**config.mk**
```make
export PLATFORM = sky130hd
export DESIGN_NAME = cordic_sincos_iter_flat
export DESIGN_NICKNAME = d
export VERILOG_FILES = /design/src/rtl/cordic_sincos_iter_if.sv /design/src/rtl/cordic_sincos_iter.sv /design/src/flat_wrapper.sv
export SDC_FILE = /design/constraint.sdc
export NUM_CORES = 1
export LEC_CHECK = 0
export BUFFER_PORTS_ARGS = -buffer_cell sky130_fd_sc_hd__buf_4
export CAP_MARGIN = 20
export CORE_AREA = 10 10 264 266
export CTS_CLUSTER_DIAMETER = 30
export DETAILED_ROUTE_END_ITERATION = 16
export DIE_AREA = 0 0 274 276
export PLACE_DENSITY = 0.54
export SLEW_MARGIN = 20
export SYNTH_ARGS = -nofsm -noshare
export SYNTH_HDL_FRONTEND = slang
export SYNTH_SLANG_ARGS = --single-unit
```
**constraint.sdc**
```tcl
create_clock -name clk -period 10.7 [get_ports clk]
set_input_delay 1.07 -clock clk [delete_from_list [all_inputs] [get_ports clk]]
set_output_delay 1.07 -clock clk [all_outputs]
set_load 0.01 [all_outputs]
```
**src/rtl/cordic_sincos_iter_if.sv**
```systemverilog
// Handshake and data bundle for cordic_sincos_iter: start request and angle in,
// busy/done/err status and the sine/cosine pair out.
interface cordic_sincos_iter_if #(
  parameter int WIDTH = 32
) ();
  logic                    enable;
  logic signed [WIDTH-1:0] z_in;
  logic                    busy;
  logic                    done;
  logic                    err;
  logic signed [WIDTH-1:0] cos_out;
  logic signed [WIDTH-1:0] sin_out;

  modport master (output enable, z_in, input busy, done, err, cos_out, sin_out);
  modport slave  (input enable, z_in, output busy, done, err, cos_out, sin_out);
endinterface

```
**src/rtl/cordic_sincos_iter.sv**
```systemverilog
// Iterative CORDIC rotation core: one micro-rotation per clock, sine and cosine together.
// Define CORDIC_QUAD_EN to fold angles beyond +/-pi/2 and accept the full [-pi, pi] range.
module cordic_sincos_iter #(
  parameter int WIDTH      = 32,
  parameter int FRAC       = 16,
  parameter int ITERATIONS = 16
) (
  input logic                  clk,
  input logic                  rst,
  cordic_sincos_iter_if.slave  bus
);

  localparam int DW = WIDTH + 2;
  localparam int SH = 30 - FRAC;

  typedef logic signed [DW-1:0] dw_t;
  typedef enum logic [1:0] {IDLE, ROTATE, FINISH} state_t;

  // Q2.30 constant rescaled to FRAC bits with round-half-up.
  function automatic logic [63:0] rnd(input logic [63:0] v);
    return (v + ((64'd1 << SH) >> 1)) >> SH;
  endfunction

  function automatic dw_t atan_tab(input logic [4:0] i);
    logic [63:0] raw;
    case (i)
      5'd0:    raw = 64'h3243F6A9;
      5'd1:    raw = 64'h1DAC6705;
      5'd2:    raw = 64'h0FADBAFD;
      5'd3:    raw = 64'h07F56EA7;
      5'd4:    raw = 64'h03FEAB77;
      5'd5:    raw = 64'h01FFD55C;
      5'd6:    raw = 64'h00FFFAAB;
      5'd7:    raw = 64'h007FFF55;
      5'd8:    raw = 64'h003FFFEB;
      5'd9:    raw = 64'h001FFFFD;
      // atan(2^-i) rounds to exactly 2^-i in Q2.30 from here on
      default: raw = (i < 5'd30) ? (64'd1 << (5'd30 - i)) : 64'd0;
    endcase
    return dw_t'(rnd(raw));
  endfunction

  localparam dw_t K_C   = dw_t'(rnd(64'h26DD3B6A));
  localparam dw_t PI_C  = dw_t'(rnd(64'hC90FDAA2));
  localparam dw_t HPI_C = dw_t'(rnd(64'h6487ED51));

  state_t                  state_q, state_d;
  dw_t                     x_q, x_d, y_q, y_d, z_q, z_d;
  logic [4:0]              iter_q, iter_d;
  logic                    neg_q, neg_d;
  logic                    bad_q, bad_d;
  logic                    busy_q, busy_d;
  logic                    done_q, done_d;
  logic                    err_q, err_d;
  logic signed [WIDTH-1:0] cos_q, cos_d, sin_q, sin_d;

  dw_t  zin, zf, xs, ys, atan_i, xo, yo;
  logic negf, range_bad;

  // Angle folding and range check on the incoming angle.
  always_comb begin
    zin  = {{2{bus.z_in[WIDTH-1]}}, bus.z_in};
    zf   = zin;
    negf = 1'b0;
`ifdef CORDIC_QUAD_EN
    if (zin > HPI_C) begin
      zf   = zin - PI_C;
      negf = 1'b1;
    end else if (zin < -HPI_C) begin
      zf   = zin + PI_C;
      negf = 1'b1;
    end
    range_bad = (zin > PI_C) || (zin < -PI_C);
`else
    range_bad = (zin > HPI_C) || (zin < -HPI_C);
`endif
  end

  always_comb begin
    xs     = x_q >>> iter_q;
    ys     = y_q >>> iter_q;
    atan_i = atan_tab(iter_q);
    xo     = neg_q ? -x_q : x_q;
    yo     = neg_q ? -y_q : y_q;
  end

  always_comb begin
    state_d = state_q;
    x_d     = x_q;
    y_d     = y_q;
    z_d     = z_q;
    iter_d  = iter_q;
    neg_d   = neg_q;
    bad_d   = bad_q;
    busy_d  = busy_q;
    done_d  = 1'b0;
    err_d   = err_q;
    cos_d   = cos_q;
    sin_d   = sin_q;
    case (state_q)
      IDLE: begin
        if (bus.enable) begin
          x_d     = K_C;
          y_d     = '0;
          z_d     = zf;
          iter_d  = '0;
          neg_d   = negf;
          bad_d   = range_bad;
          busy_d  = 1'b1;
          state_d = ROTATE;
        end
      end
      ROTATE: begin
        if (!z_q[DW-1]) begin
          x_d = x_q - ys;
          y_d = y_q + xs;
          z_d = z_q - atan_i;
        end else begin
          x_d = x_q + ys;
          y_d = y_q - xs;
          z_d = z_q + atan_i;
        end
        iter_d = iter_q + 5'd1;
        if (iter_q == 5'(ITERATIONS - 1)) state_d = FINISH;
      end
      FINISH: begin
        cos_d   = bad_q ? '0 : xo[WIDTH-1:0];
        sin_d   = bad_q ? '0 : yo[WIDTH-1:0];
        err_d   = bad_q;
        done_d  = 1'b1;
        busy_d  = 1'b0;
        state_d = IDLE;
      end
      default: state_d = IDLE;
    endcase
  end

  always_ff @(posedge clk) begin
    if (rst) begin
      state_q <= IDLE;
      x_q     <= '0;
      y_q     <= '0;
      z_q     <= '0;
      iter_q  <= '0;
      neg_q   <= 1'b0;
      bad_q   <= 1'b0;
      busy_q  <= 1'b0;
      done_q  <= 1'b0;
      err_q   <= 1'b0;
      cos_q   <= '0;
      sin_q   <= '0;
    end else begin
      state_q <= state_d;
      x_q     <= x_d;
      y_q     <= y_d;
      z_q     <= z_d;
      iter_q  <= iter_d;
      neg_q   <= neg_d;
      bad_q   <= bad_d;
      busy_q  <= busy_d;
      done_q  <= done_d;
      err_q   <= err_d;
      cos_q   <= cos_d;
      sin_q   <= sin_d;
    end
  end

  assign bus.busy    = busy_q;
  assign bus.done    = done_q;
  assign bus.err     = err_q;
  assign bus.cos_out = cos_q;
  assign bus.sin_out = sin_q;

endmodule

```
**src/flat_wrapper.sv**
```systemverilog
// flat-port wrapper written by rule: the top's interface ports become plain ports
module cordic_sincos_iter_flat 
#(
  parameter int WIDTH      = 32,
  parameter int FRAC       = 16,
  parameter int ITERATIONS = 16
)
  (clk, rst, bus_enable, bus_z_in, bus_busy, bus_done, bus_err, bus_cos_out, bus_sin_out);
  cordic_sincos_iter_if #(.WIDTH(WIDTH)) bus_i ();
  input logic clk;
  input logic rst;
  input wire logic [$bits(bus_i.enable)-1:0] bus_enable;
  input wire logic [$bits(bus_i.z_in)-1:0] bus_z_in;
  output wire logic [$bits(bus_i.busy)-1:0] bus_busy;
  output wire logic [$bits(bus_i.done)-1:0] bus_done;
  output wire logic [$bits(bus_i.err)-1:0] bus_err;
  output wire logic [$bits(bus_i.cos_out)-1:0] bus_cos_out;
  output wire logic [$bits(bus_i.sin_out)-1:0] bus_sin_out;
  assign bus_i.enable = bus_enable;
  assign bus_i.z_in = bus_z_in;
  assign bus_busy = bus_i.busy;
  assign bus_done = bus_i.done;
  assign bus_err = bus_i.err;
  assign bus_cos_out = bus_i.cos_out;
  assign bus_sin_out = bus_i.sin_out;
  cordic_sincos_iter #(.WIDTH(WIDTH), .FRAC(FRAC), .ITERATIONS(ITERATIONS)) u_core (.clk(clk), .rst(rst), .bus(bus_i));
endmodule
```
# Word-level counts from Yosys, hierarchy flattened

Cells that the tools add are included.

Flip-flop bits (word level): 177
Bits in latches: 0
Memory bits (writable): 0
Memory bits (read-only): 0
Input bits: 35
Output and inout port bits: 67
Logic and storage cells: 70
Memories kept: 0

Add/subtract/negate cells: 9
Multipliers: 0
Divide/modulo/power cells: 0
Magnitude comparators: 3
Eq/ne operators: 14
Shift operators: 3
Mux-type cells: 21
Bitwise operators: 0
Reduce and logical (&&, ||, !) cells: 9

Operator list:

| operator                                             | count |
|---|---|
| one-hot mux 48 bit (10 select lines)                 | 1 |
| 2-to-1 mux 34 bit                                    | 6 |
| one-hot mux 34 bit (2 select lines)                  | 3 |
| adder 34 bit                                         | 3 |
| subtractor 34 bit                                    | 3 |
| >>> shifter 34 x 5 -> 34 bit                         | 2 |
| 2-to-1 mux 32 bit                                    | 2 |
| adder 48 x 14 -> 48 bit, second input constant       | 1 |
| 2-to-1 mux 48 bit                                    | 1 |
| << shifter 1 x 5 -> 48 bit, first input constant     | 1 |
| > comparator 32 x 18 -> 1 bit, second input constant | 1 |
| < comparator 32 x 18 -> 1 bit, second input constant | 1 |
| equality test 5 x 3 -> 1 bit, second input constant  | 4 |
| equality test 5 x 4 -> 1 bit, second input constant  | 3 |
| equality test 5 x 2 -> 1 bit, second input constant  | 2 |
| one-hot mux 5 bit (2 select lines)                   | 1 |
| AND reduction 2 bit                                  | 4 |
| adder 5 x 1 -> 5 bit, second input constant          | 1 |
| equality test 5 x 1 -> 1 bit, second input constant  | 1 |
| zero test 5 bit                                      | 1 |
| < comparator 5 bit, second input constant            | 1 |
| 2-to-1 mux 5 bit                                     | 1 |
| subtractor 5 bit, first input constant               | 1 |
| 2-to-1 mux 2 bit                                     | 2 |
| 10 further kinds                                     | 12 |

# Depth between registers and ports, before layout

Word-level depth: 8
Depth in mapped cells: 37

# Worst setup path after synthesis

No wires, ideal clock.

Path type: reg-to-reg
From: register u_core.iter_q[0]
To: register u_core.z_q[30]
Setup time: 114 ps
Arrival time: 7,299 ps
Required time: 10,586 ps
Path slack: 3,287 ps
Cell stages (with the launch flop): 31
Path buffers: 6
Period minus slack after synthesis: 7,413 ps
Cells stage by stage: dfxtp_1 > buf_2 > buf_4 > inv_1 > buf_1 > clkbuf_1 > buf_1 > ha_1 > clkbuf_1 > nor2_1 > a211oi_1 > a31oi_1 > ha_1 > inv_1 > nor2_1 > nor2_1 > inv_1 > ha_1 > mux2_2 > fa_1 > a21o_1 > a21o_1 > a2111oi_0 > o31ai_1 > a211oi_1 > o211a_1 > or3b_2 > nand2_1 > o2111a_1 > o211a_1 > a2111oi_0

Longest elaborated chain between the ends: 8

Ends and longest elaborated chain:

| element                                           | RTL line                                             | source |
|---|---|---|
| start, declared                                   | cordic_sincos_iter.sv:49                             | `logic [4:0] iter_q, iter_d;` |
| start signal, assigned                            | cordic_sincos_iter.sv:157                            | `iter_q <= iter_d;` |
| subtractor 5 bit                                  | cordic_sincos_iter.sv:38                             | `default: raw = (i < 5'd30) ? (64'd1 << (5'd30 - i)) : 64'd0;` |
| << shifter 1 x 5 -> 48 bit                        | cordic_sincos_iter.sv:38                             |  |
| 2-to-1 mux 48 bit                                 | cordic_sincos_iter.sv:38                             |  |
| one-hot mux 48 bit (10 select lines) *            | cordic_sincos_iter.sv:26                             | `case (i)` |
| adder 48 x 14 -> 48 bit *                         | cordic_sincos_iter.sv:21                             | `return (v + ((64'd1 << SH) >> 1)) >> SH;` |
| subtractor 34 bit or adder 34 bit (tied branches) | cordic_sincos_iter.sv:117, cordic_sincos_iter.sv:121 |  |
| 2-to-1 mux 34 bit *                               | cordic_sincos_iter.sv:114                            | `if (!z_q[DW-1]) begin` |
| one-hot mux 34 bit (2 select lines) *             | cordic_sincos_iter.sv:100                            | `case (state_q)` |
| end signal, assigned                              | cordic_sincos_iter.sv:156                            | `z_q <= z_d;` |
| end, declared                                     | cordic_sincos_iter.sv:48                             | `dw_t x_q, x_d, y_q, y_d, z_q, z_d;` |

Every way passes the cells marked *; elsewhere a longest branch is shown, timed or not.
A chain may end at the register's enable or synchronous reset.

# Worst setup path after layout

From: register u_core.iter_q[1]
To: register u_core.y_q[33]

Longest elaborated chain between the ends: 4

Ends and longest elaborated chain:

| element                                           | RTL line                                             | source |
|---|---|---|
| >>> shifter 34 x 5 -> 34 bit *                    | cordic_sincos_iter.sv:80                             | `xs = x_q >>> iter_q;` |
| adder 34 bit or subtractor 34 bit (tied branches) | cordic_sincos_iter.sv:116, cordic_sincos_iter.sv:120 |  |
| 2-to-1 mux 34 bit *                               | cordic_sincos_iter.sv:114                            |  |
| one-hot mux 34 bit (2 select lines) *             | cordic_sincos_iter.sv:100                            |  |
| end signal, assigned                              | cordic_sincos_iter.sv:155                            | `y_q <= y_d;` |
| end, declared                                     | cordic_sincos_iter.sv:48                             |  |

Marks and branches as above.

==> impl_metrics.toml <==
[global_routing]
grt_pass1_wl_mm = 112
grt_max_degree = 71
first_global_vias = 18500
gr-total-overflow = 0
gr-usage-all-layers_pct = 18.5
antenna_found_initial = 0

[floorplanning]
die_area_mm2 = 0.0756
io_pins = 102
start_util_pct = 29.9
die_h_um = 276
die_x_um = 274
fp-row-count = 93
core_mm2 = 0.0641

[finish]
final_layout_size_suffix_gt1_share_pct = 14.4
final_cell_mix = "a21oi_1, nand2_1, nor2_1"
antenna-diode-count = 0
final_common_cell = "a21oi_1"
synthToLayoutAreaGrowth_pct = 10.2
nets = 2524
final_util_pct = 32.9

[sta]
setup_viol = 0
drv_slew = 0
tns_ns = 0
timing_hold_violations_final = 0
min_period_ns = 8.05
rsz0062_at_grt = "no"
fmax_mhz = 124
fin_skew_ns = 0.0137
slew_headroom_pct = 22.1
worstMarginPinSlew_ns = 1.16
period_share_pct = 75.3
hold_slack_ns = 0.464

[power]
p_seq_share_pct = 19.7
p_comb_share_pct = 67.6
pwr-share-clk_pct = 12.7
p_sw_share_pct = 50.1
ir_drop_mv = 0.124
leakagePower_nw = 8.19
intPower_mw = 2.64
p_per_area_mw_per_mm2 = 251
switching_power_mw = 2.65

[worst_hold_path]
worstHoldEndpoint = "u_core.z_q[0]"
hold_path.class = "reg2reg"
holdCritStartpoint = "u_core.z_q[0]"
min_path_cells = 2

[job]
cap_violations = 0

[status]
status = "completed"

[synth]
synth_edf_count = 0
synth_top_area_cell = "dfxtp_1"
syn_inst = 2391
syn_nets = 2539
yosysTopAreaCellShare_pct = 18.5
synthTopCellsByArea = "dfxtp_1, mux4_2, ha_1"
ys_seq_area_share_pct = 18.5
ys_warn_count = 0
synth_cell_types = 95
synth.avg_cell_area_um2 = 8.02
ys_seq_elements = 177
synthFlopType = "dfxtp_1"
synth-async-reset-ratio_pct = 0
syn_area_mm2 = 0.0192

[routing]
wl_per_cell_um = 22.2
vias = 19000
drt_iter0_drc = 1603
first_pass_iters = 6
antenna_left = 0
wirelength_mm = 72.2
vias_per_cell = 5.85
drc = 0

[worst_setup_path]
crit-reg2reg-capture = "u_core.y_q[33]"
r2r_slack_ns = 2.65
crit_fanout = 59
path_class = "reg2reg"
crit_required_ns = 11.09
cp-end-kind = "register"
cp-start-kind = "register"
r2r_start = "u_core.iter_q[1]"
reg2reg_depth = 23
critPathArrivalTime_ns = 8.44

[clock_network]
ctsHoldBuffers = 0
htree_num_levels = 4
numCtsBuffers = 17
clk_pin_slew_worst_paths_ns = 0.07
cts_setup_buffers = 0
cts_buffer_depth = 2
cts_tree = "done"
clkLatencyLatePin_ns = 0.50
clockRootBuffer = "clkbuf_16"
cts.sinks = 177
cts_resized = 0

[placed_design]
port_buffers = 101
dp_hpwl_mm = 53.5
gp_congestion = 0.971
[power groups by stage]
stage	combinational, mW	clock, mW	sequential [mW]
after detailed placement	3.52	0	1.05
after global routing	3.97	0.712	1.05
after global placement	3.49	0	1.05
after CTS	3.55	0.693	1.03
after floorplan	2.81	0	0.887
final	3.58	0.669	1.04
[logic make-up after synthesis]
| family | share of synthesized area [%] |
|---|---|
| compound gates | 28.0 |
| simple gates | 18.5 |
| buf+inv | 5.10 |
| mux | 15.1 |
| flops | 18.5 |
| xor+xnor | 7.36 |
| fa+ha+maj | 7.49 |
[stage by stage]
step	setup slack [ns]	area (um2)	instances	power [mW]
final	2.65	21100	3244	5.29
after global routing	2.01	21100	3244	5.73
after CTS	2.80	21100	3244	5.27
after detailed placement	2.83	20500	3212	4.57
after global placement	3.07	20500	3212	4.54
after floorplan	3.29	19200	2391	3.70
[layout make-up]
| cell class | count | area, um2 |
|---|---|---|
| clock buffer | 18 | 439 |
| clock inverter | 14 | 168 |
| fill | 6740 | 43000 |
| inverter | 53 | 199 |
| multi-input combinational | 1996 | 14700 |
| sequential | 177 | 3560 |
| tap | 855 | 1070 |
| timing repair buffer | 131 | 983 |
[cell usage after synthesis (22+ instances only)]
cell      instances
inv_1            49
and2_1           33
a22oi_1          24
dfxtp_1         177
clkbuf_1         94
xnor2_1         112
mux2i_1          69
mux2_2           45
a22o_1           69
buf_2            22
a31oi_1          48
nor3_1           39
o21a_1           27
nand3_1          53
nand2b_1         24
nand2_1         224
nor2_1          217
ha_1            110
xor2_1           49
mux4_2           75
a21oi_1         231
a21o_1           57
buf_1            25
o21ai_0         104
a211oi_1         34
[sequential cells by signal, summed over array words and instances (netlist names)]
register,flops
u_core.bus.cos_out,32
u_core.bus.busy,1
u_core.bus.done,1
u_core.bus.err,1
u_core.x_q,34
u_core.z_q,34
u_core.state_q,2
u_core.bad_q,1
u_core.bus.sin_out,32
u_core.y_q,34
u_core.iter_q,5
[worst max path at each step]
stage | slack, ns | cells past startpoint | endpoint | startpoint
floorplan | 3.29 | 30 | u_core.z_q[30] | u_core.iter_q[0]
global placement | 3.07 | 23 | u_core.z_q[30] | u_core.iter_q[1]
detailed placement | 2.83 | 21 | u_core.y_q[33] | u_core.iter_q[1]
CTS | 2.80 | 23 | u_core.z_q[28] | u_core.iter_q[1]
global route | 2.01 | 23 | u_core.z_q[30] | u_core.iter_q[1]
finish | 2.65 | 23 | u_core.y_q[33] | u_core.iter_q[1]
[critical path: stages (launching register included)]
cell and delay (ns):
dfxtp_4 0.86, buf_4 0.80, mux4_2 0.65, a222oi_1 0.62, o22ai_1 0.16, nor3_1 0.54, ha_1 0.31, inv_1 0.07
a2111oi_2 0.54, nand2_1 0.14, nor2_1 0.21, nor2_1 0.08, xnor2_1 0.16, ha_1 0.34, a21o_1 0.19, a21oi_1 0.16
nor2b_1 0.07, a311oi_1 0.52, o31a_1 0.39, o31ai_1 0.19, a211oi_1 0.31, o21ai_0 0.19, a31o_2 0.27, o31a_1 0.09
[per-layer routing]
metal	GRT usage (%)	up-vias	wire (um)
met1	23.6	9115	31100
met2	30.1	681	33700
met4	8.54	0	3140
li1	-	9007	-
met3	2.98	168	4170
met5	0	-	0
Note: power is estimated with default switching activity, not from simulation.
